**src/rtl/estimate_pkg.sv**
```systemverilog
// Shared types for the estimate-array command sequencer: array command codes,
// sequencer FSM states and the default array pipeline depth.
package estimate_pkg;

  typedef enum logic [2:0] {
    COM_INI   = 3'd0,
    COM_ACC   = 3'd1,
    COM_POOL  = 3'd2,
    COM_NORM  = 3'd3,
    COM_ACTIV = 3'd4,
    COM_NOP   = 3'd7
  } com_e;

  typedef enum logic [2:0] {
    S_IDLE,
    S_INI,
    S_ACC,
    S_POOL,
    S_NORM,
    S_ACTV,
    S_DRAIN,
    S_DONE
  } seq_state_e;

  localparam int unsigned DRAIN_DEFAULT = 3;

endpackage

```
**src/rtl/estimate_seq_cnt.sv**
```systemverilog
// Nested ACC-word / pool-window / pixel counter for estimate_seq.
// Zero-valued counts are loaded as one; each level reports its last value.
module estimate_seq_cnt #(
  parameter int unsigned ACC_W  = 8,
  parameter int unsigned POOL_W = 3,
  parameter int unsigned PIX_W  = 16
) (
  input  logic              clk,
  input  logic              reset,
  input  logic              load,
  input  logic [ACC_W-1:0]  n_acc,
  input  logic [POOL_W-1:0] n_pool,
  input  logic [PIX_W-1:0]  n_pix,
  input  logic              k_step,
  input  logic              w_step,
  input  logic              p_step,
  output logic [ACC_W-1:0]  k,
  output logic              k_last,
  output logic              w_last,
  output logic              p_last
);

  logic [ACC_W-1:0]  acc_max;
  logic [POOL_W-1:0] pool_max;
  logic [PIX_W-1:0]  pix_max;
  logic [POOL_W-1:0] w;
  logic [PIX_W-1:0]  p;

  assign k_last = (k == acc_max);
  assign w_last = (w == pool_max);
  assign p_last = (p == pix_max);

  always_ff @(posedge clk or posedge reset) begin
    if (reset) begin
      acc_max  <= '0;
      pool_max <= '0;
      pix_max  <= '0;
      k        <= '0;
      w        <= '0;
      p        <= '0;
    end else if (load) begin
      acc_max  <= (n_acc  == '0) ? '0 : n_acc  - ACC_W'(1);
      pool_max <= (n_pool == '0) ? '0 : n_pool - POOL_W'(1);
      pix_max  <= (n_pix  == '0) ? '0 : n_pix  - PIX_W'(1);
      k        <= '0;
      w        <= '0;
      p        <= '0;
    end else begin
      // k wraps at the end of every window so each window reuses the same weights
      if (k_step) k <= k_last ? '0 : k + ACC_W'(1);
      if (w_step) w <= w_last ? '0 : w + POOL_W'(1);
      if (p_step) p <= p + PIX_W'(1);
    end
  end

endmodule

```
**src/rtl/estimate_seq.sv**
```systemverilog
// Command sequencer feeding the 32-lane binarized estimate array.
// Optional ESTIMATE_SEQ_PERF_EN adds the perf_stall ACC-stall counter output.
module estimate_seq
  import estimate_pkg::*;
#(
  parameter int unsigned ACC_W  = 8,
  parameter int unsigned POOL_W = 3,
  parameter int unsigned PIX_W  = 16,
  parameter int unsigned DRAIN  = DRAIN_DEFAULT
) (
  input  logic              clk,
  input  logic              reset,
  input  logic              start,
  input  logic [ACC_W-1:0]  cfg_n_acc,
  input  logic [POOL_W-1:0] cfg_n_pool,
  input  logic [PIX_W-1:0]  cfg_n_pix,
  input  logic [31:0]       cfg_bias,
  input  logic [15:0]       cfg_w_base,
  input  logic [15:0]       cfg_norm,
  input  logic              in_valid,
  input  logic [31:0]       in_data,
  output logic              in_ready,
  output logic [2:0]        com,
  output logic [15:0]       addr,
  output logic [31:0]       data,
  input  logic [31:0]       activ_in,
  output logic              act_valid,
  output logic [31:0]       act_data,
  output logic              busy,
  output logic              done
`ifdef ESTIMATE_SEQ_PERF_EN
  ,
  output logic [31:0]       perf_stall
`endif
);

  localparam int unsigned    DW         = (DRAIN > 1) ? $clog2(DRAIN) : 1;
  localparam logic [DW-1:0]  DRAIN_LAST = DW'(DRAIN - 1);

  seq_state_e        state_q, state_d;
  logic [DW-1:0]     drain_q, drain_d;
  logic [31:0]       bias_q;
  logic [15:0]       w_base_q;
  logic [15:0]       norm_q;

  com_e              com_d;
  logic [15:0]       addr_d;
  logic [31:0]       data_d;
  logic              busy_d;
  logic              done_d;
  logic              cap;
  logic              load;
  logic              k_step;
  logic              w_step;
  logic              p_step;

  logic [ACC_W-1:0]  k;
  logic              k_last;
  logic              w_last;
  logic              p_last;

  estimate_seq_cnt #(
    .ACC_W  (ACC_W),
    .POOL_W (POOL_W),
    .PIX_W  (PIX_W)
  ) u_cnt (
    .clk    (clk),
    .reset  (reset),
    .load   (load),
    .n_acc  (cfg_n_acc),
    .n_pool (cfg_n_pool),
    .n_pix  (cfg_n_pix),
    .k_step (k_step),
    .w_step (w_step),
    .p_step (p_step),
    .k      (k),
    .k_last (k_last),
    .w_last (w_last),
    .p_last (p_last)
  );

  always_comb begin
    state_d  = state_q;
    drain_d  = drain_q;
    com_d    = COM_NOP;
    addr_d   = addr;
    data_d   = data;
    busy_d   = busy;
    done_d   = 1'b0;
    cap      = 1'b0;
    load     = 1'b0;
    k_step   = 1'b0;
    w_step   = 1'b0;
    p_step   = 1'b0;
    in_ready = 1'b0;

    case (state_q)
      S_IDLE: begin
        if (start) begin
          load    = 1'b1;
          busy_d  = 1'b1;
          state_d = S_INI;
        end
      end
      S_INI: begin
        com_d   = COM_INI;
        data_d  = bias_q;
        state_d = S_ACC;
      end
      S_ACC: begin
        in_ready = 1'b1;
        if (in_valid) begin
          com_d  = COM_ACC;
          data_d = in_data;
          addr_d = w_base_q + 16'(k);
          k_step = 1'b1;
          if (k_last) state_d = S_POOL;
        end
      end
      S_POOL: begin
        com_d   = COM_POOL;
        data_d  = bias_q;
        w_step  = 1'b1;
        state_d = w_last ? S_NORM : S_ACC;
      end
      S_NORM: begin
        com_d   = COM_NORM;
        addr_d  = norm_q;
        state_d = S_ACTV;
      end
      S_ACTV: begin
        com_d   = COM_ACTIV;
        drain_d = '0;
        state_d = S_DRAIN;
      end
      S_DRAIN: begin
        // the array result is taken on the final wait cycle so act_valid
        // lands exactly DRAIN cycles after the ACTIV command is visible
        if (drain_q == DRAIN_LAST) begin
          cap     = 1'b1;
          p_step  = !p_last;
          state_d = p_last ? S_DONE : S_INI;
        end else begin
          drain_d = drain_q + DW'(1);
        end
      end
      S_DONE: begin
        done_d  = 1'b1;
        busy_d  = 1'b0;
        state_d = S_IDLE;
      end
      default: state_d = S_IDLE;
    endcase
  end

  always_ff @(posedge clk or posedge reset) begin
    if (reset) begin
      state_q   <= S_IDLE;
      drain_q   <= '0;
      bias_q    <= '0;
      w_base_q  <= '0;
      norm_q    <= '0;
      com       <= COM_NOP;
      addr      <= '0;
      data      <= '0;
      act_valid <= 1'b0;
      act_data  <= '0;
      busy      <= 1'b0;
      done      <= 1'b0;
    end else begin
      state_q   <= state_d;
      drain_q   <= drain_d;
      com       <= com_d;
      addr      <= addr_d;
      data      <= data_d;
      act_valid <= cap;
      busy      <= busy_d;
      done      <= done_d;
      if (cap) act_data <= activ_in;
      if (load) begin
        bias_q   <= cfg_bias;
        w_base_q <= cfg_w_base;
        norm_q   <= cfg_norm;
      end
    end
  end

`ifdef ESTIMATE_SEQ_PERF_EN
  always_ff @(posedge clk or posedge reset) begin
    if (reset) begin
      perf_stall <= '0;
    end else if (load) begin
      perf_stall <= '0;
    end else if (state_q == S_ACC && !in_valid && perf_stall != '1) begin
      perf_stall <= perf_stall + 32'd1;
    end
  end
`endif

endmodule

```
**config.mk**
```make
export PLATFORM = sky130hd
export DESIGN_NAME = estimate_seq
export DESIGN_NICKNAME = d
export VERILOG_FILES = /design/src/rtl/estimate_pkg.sv /design/src/rtl/estimate_seq_cnt.sv /design/src/rtl/estimate_seq.sv
export SDC_FILE = /design/constraint.sdc
export NUM_CORES = 1
export LEC_CHECK = 0
export CORE_UTILIZATION = 53
export DETAILED_ROUTE_END_ITERATION = 7
export GPL_TIMING_DRIVEN = 0
export PLACE_DENSITY = 0.84
export SLEW_MARGIN = 5
export SYNTH_ARGS = -nofsm -noshare
export SYNTH_HDL_FRONTEND = slang
export SYNTH_SLANG_ARGS = --single-unit
```
**constraint.sdc**
```tcl
create_clock -name clk -period 11.9 [get_ports clk]
set_input_delay 2.38 -clock clk [delete_from_list [all_inputs] [get_ports clk]]
set_output_delay 2.38 -clock clk [all_outputs]
set_load 0.03 [all_outputs]
```
==> impl_metrics.ini <==
[setup_path]
ff2ff_setup_slack_ps = 9390
crit_top_cell = clkbuf_1
cp.depth = 7
cp-end-kind = register
cp_slowest_cell = clkbuf_1
crit_buf_inv = 3
path_class = primary input to register
rr_worst_depth = 6
arrival_ps = 4850
crit_path_start = start
slowest_delay_ps = 600
required_ps = 12290
crit_path_end = u_cnt.p[5]$_DFFE_PP0P_
timing.rr.start = state_q[1]$_DFFE_PP0P_
crit_fanout = 10
r2r_end = u_cnt.p[5]$_DFFE_PP0P_
crit_family = buffers and inverters
crit_chain = clkdlybuf4s50_1 -> nor2b_1 -> and2_1 -> clkbuf_1 -> clkbuf_1 -> nor2_1 -> a31o_2
start_kind = primary input

[cells_and_area]
stdcell_area_um2 = 13300
drive_gt1_frac = 0.0475
area.growth.synth_to_final_pct = 36.0
finalNetCount = 1511
fin_cells = 1576
diodes = 0

[yosys]
yosys.area.top_type = dfrtp_1
synth_area_leaders = dfrtp_1, nand2_1, o21ai_0
postSynthAreaPerCell_um2 = 9.22
synth_enable_flop_cells = 0
synthFlopType = dfrtp_1
syn_area_um2 = 9790
ys_types = 63
synth_most_common_cell = nand2_1
synth_seq_cells = 209
ys_top_cells_by_count = nand2_1, dfrtp_1, o21ai_0, mux2i_1, clkbuf_1
ys_async_sr_fraction = 1.00
syn_nets = 1240
synthCells = 1062
ys_warn_count = 0
seq_area_frac_synth = 0.535
synth_top_area_frac = 0.527

[sta]
timing.setup.tns_ps = 0
finalSetupViolCount = 0
fin_ws_ps = 7440
min_period_ps = 4460
fin_crit_sh = 0.375
worstMarginPinSlew_ps = 804
fin_skew_ps = 7.17
slew_headroom = 0.464
finalHoldViolCount = 0
final_max_slew_viol_count = 0
rsz0062_at_grt = false
fmax_mhz = 224

[global_routing]
grt_pass1_wl_um = 41100
antenna_found_initial = 0
grt_pass1_vias = 8191
grtUsageTotal = 0.279
grt_max_degree = 122
grt_overflow = 0

[detailed_routing]
wl_met3_um = 2020
wl_um = 26700
vias_per_cell = 5.47
drc = 0
dr.pass1.iters = 6
drt_iter0_drc = 613
vias = 8613
avgRoutedWirePerCell_um = 16.9
drt-met1-wl_um = 10600
drtAntennaViolNets = 0
dr.max_layer_used = met4
wl_met2_um = 13100

[power]
leakage_nw = 6.18
power_mw = 3.42
powerDensity_nw_per_um2 = 257
peakVddDrop_v = 0.000187

[clock_tree]
cts_buffers = 23
clk_pin_slew_ps = 60
cts_max_path_buffers = 3
cts_resized = 0
cts_hold_buf = 0
htreeDepth = 1
clk_latency_ps = 500
root_buffer = clkbuf_16
post_cts_buffers = 0
clock_sinks = 209
cts_tree = yes

[place]
place_ws_ps = 6990
post-dp-hpwl_um = 19400
portBuffers = 245
gp_congestion = 0.885
placed_area_um2 = 12600
placedCellCount = 1537

[min_path]
hold_path.class = register to register

[die]
die_area_um2 = 19000
die_h_um = 138
pin_count = 246
core_um2 = 18000
dieWidth_um = 138
initial_utilization = 0.543
num_rows = 49

[status]
status = finished clean

[job]
drv_cap = 0
## per-layer routing
| layer | global-route usage | vias up |
|---|---|---|
| li1 | - | 4077 |
| met1 | 0.344 | 4131 |
| met2 | 0.489 | 344 |
| met3 | 0.0435 | 61 |
| met4 | 0.107 | 0 |
| met5 | 0 | - |
## layout by cell type (no fill, tap or decap), types with 3 or more instances in the layout
master / synthesis / final
buf_2: 3 / 3
dfrtp_1: 206 / 206
mux2i_1: 38 / 38
nand4_1: 5 / 5
xnor2_1: 30 / 30
nor3b_1: 5 / 5
nand2b_1: 6 / 6
nor2_1: 32 / 32
a21o_1: 3 / 3
dfstp_2: 3 / 3
o211ai_1: 4 / 4
or3_1: 4 / 4
buf_6: 3 / 3
buf_1: 6 / 6
nand3_1: 18 / 18
nor4_1: 10 / 10
nor2b_1: 6 / 6
bufinv_16: 0 / 3
clkbuf_1: 33 / 40
nor3_1: 12 / 12
clkbuf_8: 0 / 3
clkbuf_16: 0 / 23
and3_1: 17 / 17
a22oi_1: 4 / 4
o31ai_1: 6 / 6
inv_1: 12 / 11
nand2_1: 392 / 392
xor2_1: 29 / 29
a211oi_1: 3 / 3
o21ai_0: 83 / 83
a221o_1: 3 / 3
a21oi_1: 24 / 24
a31o_2: 3 / 3
clkdlybuf4s50_1: 0 / 245
ha_1: 18 / 18
## cells by family after synthesis
group	after synthesis	synth area share
compound gates	149	0.0887
mux	38	0.0388
flops	209	0.535
xor+xnor	59	0.0528
simple gates	527	0.233
buf+inv	61	0.0270
fa+ha+maj	19	0.0250
## final cells by class
cell class,instances,area [µm²]
plain buffers,48,215
clock buffers,33,643
clock inverters,6,109
fillers,1324,4710
inverters,13,56.3
multi-input cells,792,4290
flip-flops and latches,209,5230
well taps,229,287
repair buffers,246,2480
## power breakdown
| part | internal, mW | switching [mW] | total (mW) |
|---|---|---|---|
| registers | 1.02 | 0.206 | 1.23 |
| clock network | 0.439 | 0.271 | 0.710 |
| logic | 0.600 | 0.881 | 1.48 |
## metrics by stage
step                 util  hold slack [ps]
global route        0.739              493
CTS                 0.739              476
global placement    0.695              456
detailed placement  0.697              462
floorplan               -              446
finish              0.739              472
## worst min-delay path by stage
stage                                           to  slack, ps                      from  cells past startpoint
after floorplan              bias_q[0]$_DFFE_PP0P_        450     bias_q[0]$_DFFE_PP0P_                      2
after global placement    act_data[15]$_DFFE_PP0P_        460  act_data[15]$_DFFE_PP0P_                      2
after detailed placement    bias_q[21]$_DFFE_PP0P_        460    bias_q[21]$_DFFE_PP0P_                      2
after CTS                   bias_q[16]$_DFFE_PP0P_        480    bias_q[16]$_DFFE_PP0P_                      2
after global routing         bias_q[4]$_DFFE_PP0P_        490     bias_q[4]$_DFFE_PP0P_                      2
final                       bias_q[21]$_DFFE_PP0P_        470    bias_q[21]$_DFFE_PP0P_                      2
## flip-flops by register name (all words and copies together), names as in the netlist, 3 cells and up
register and count:
act_data 32, bias_q 32, data 32, addr 16, norm_q 16, u_cnt.p 16
u_cnt.pix_max 16, w_base_q 16, u_cnt.acc_max 8, u_cnt.k 8, com 3, state_q 3
u_cnt.pool_max 3, u_cnt.w 3
## tightest hold or removal path, stage by stage (launching register included)
cell     delay, ps
dfrtp_1        340
nand2_1         50
nand2_1         50
(Power assumes the default switching activity.)
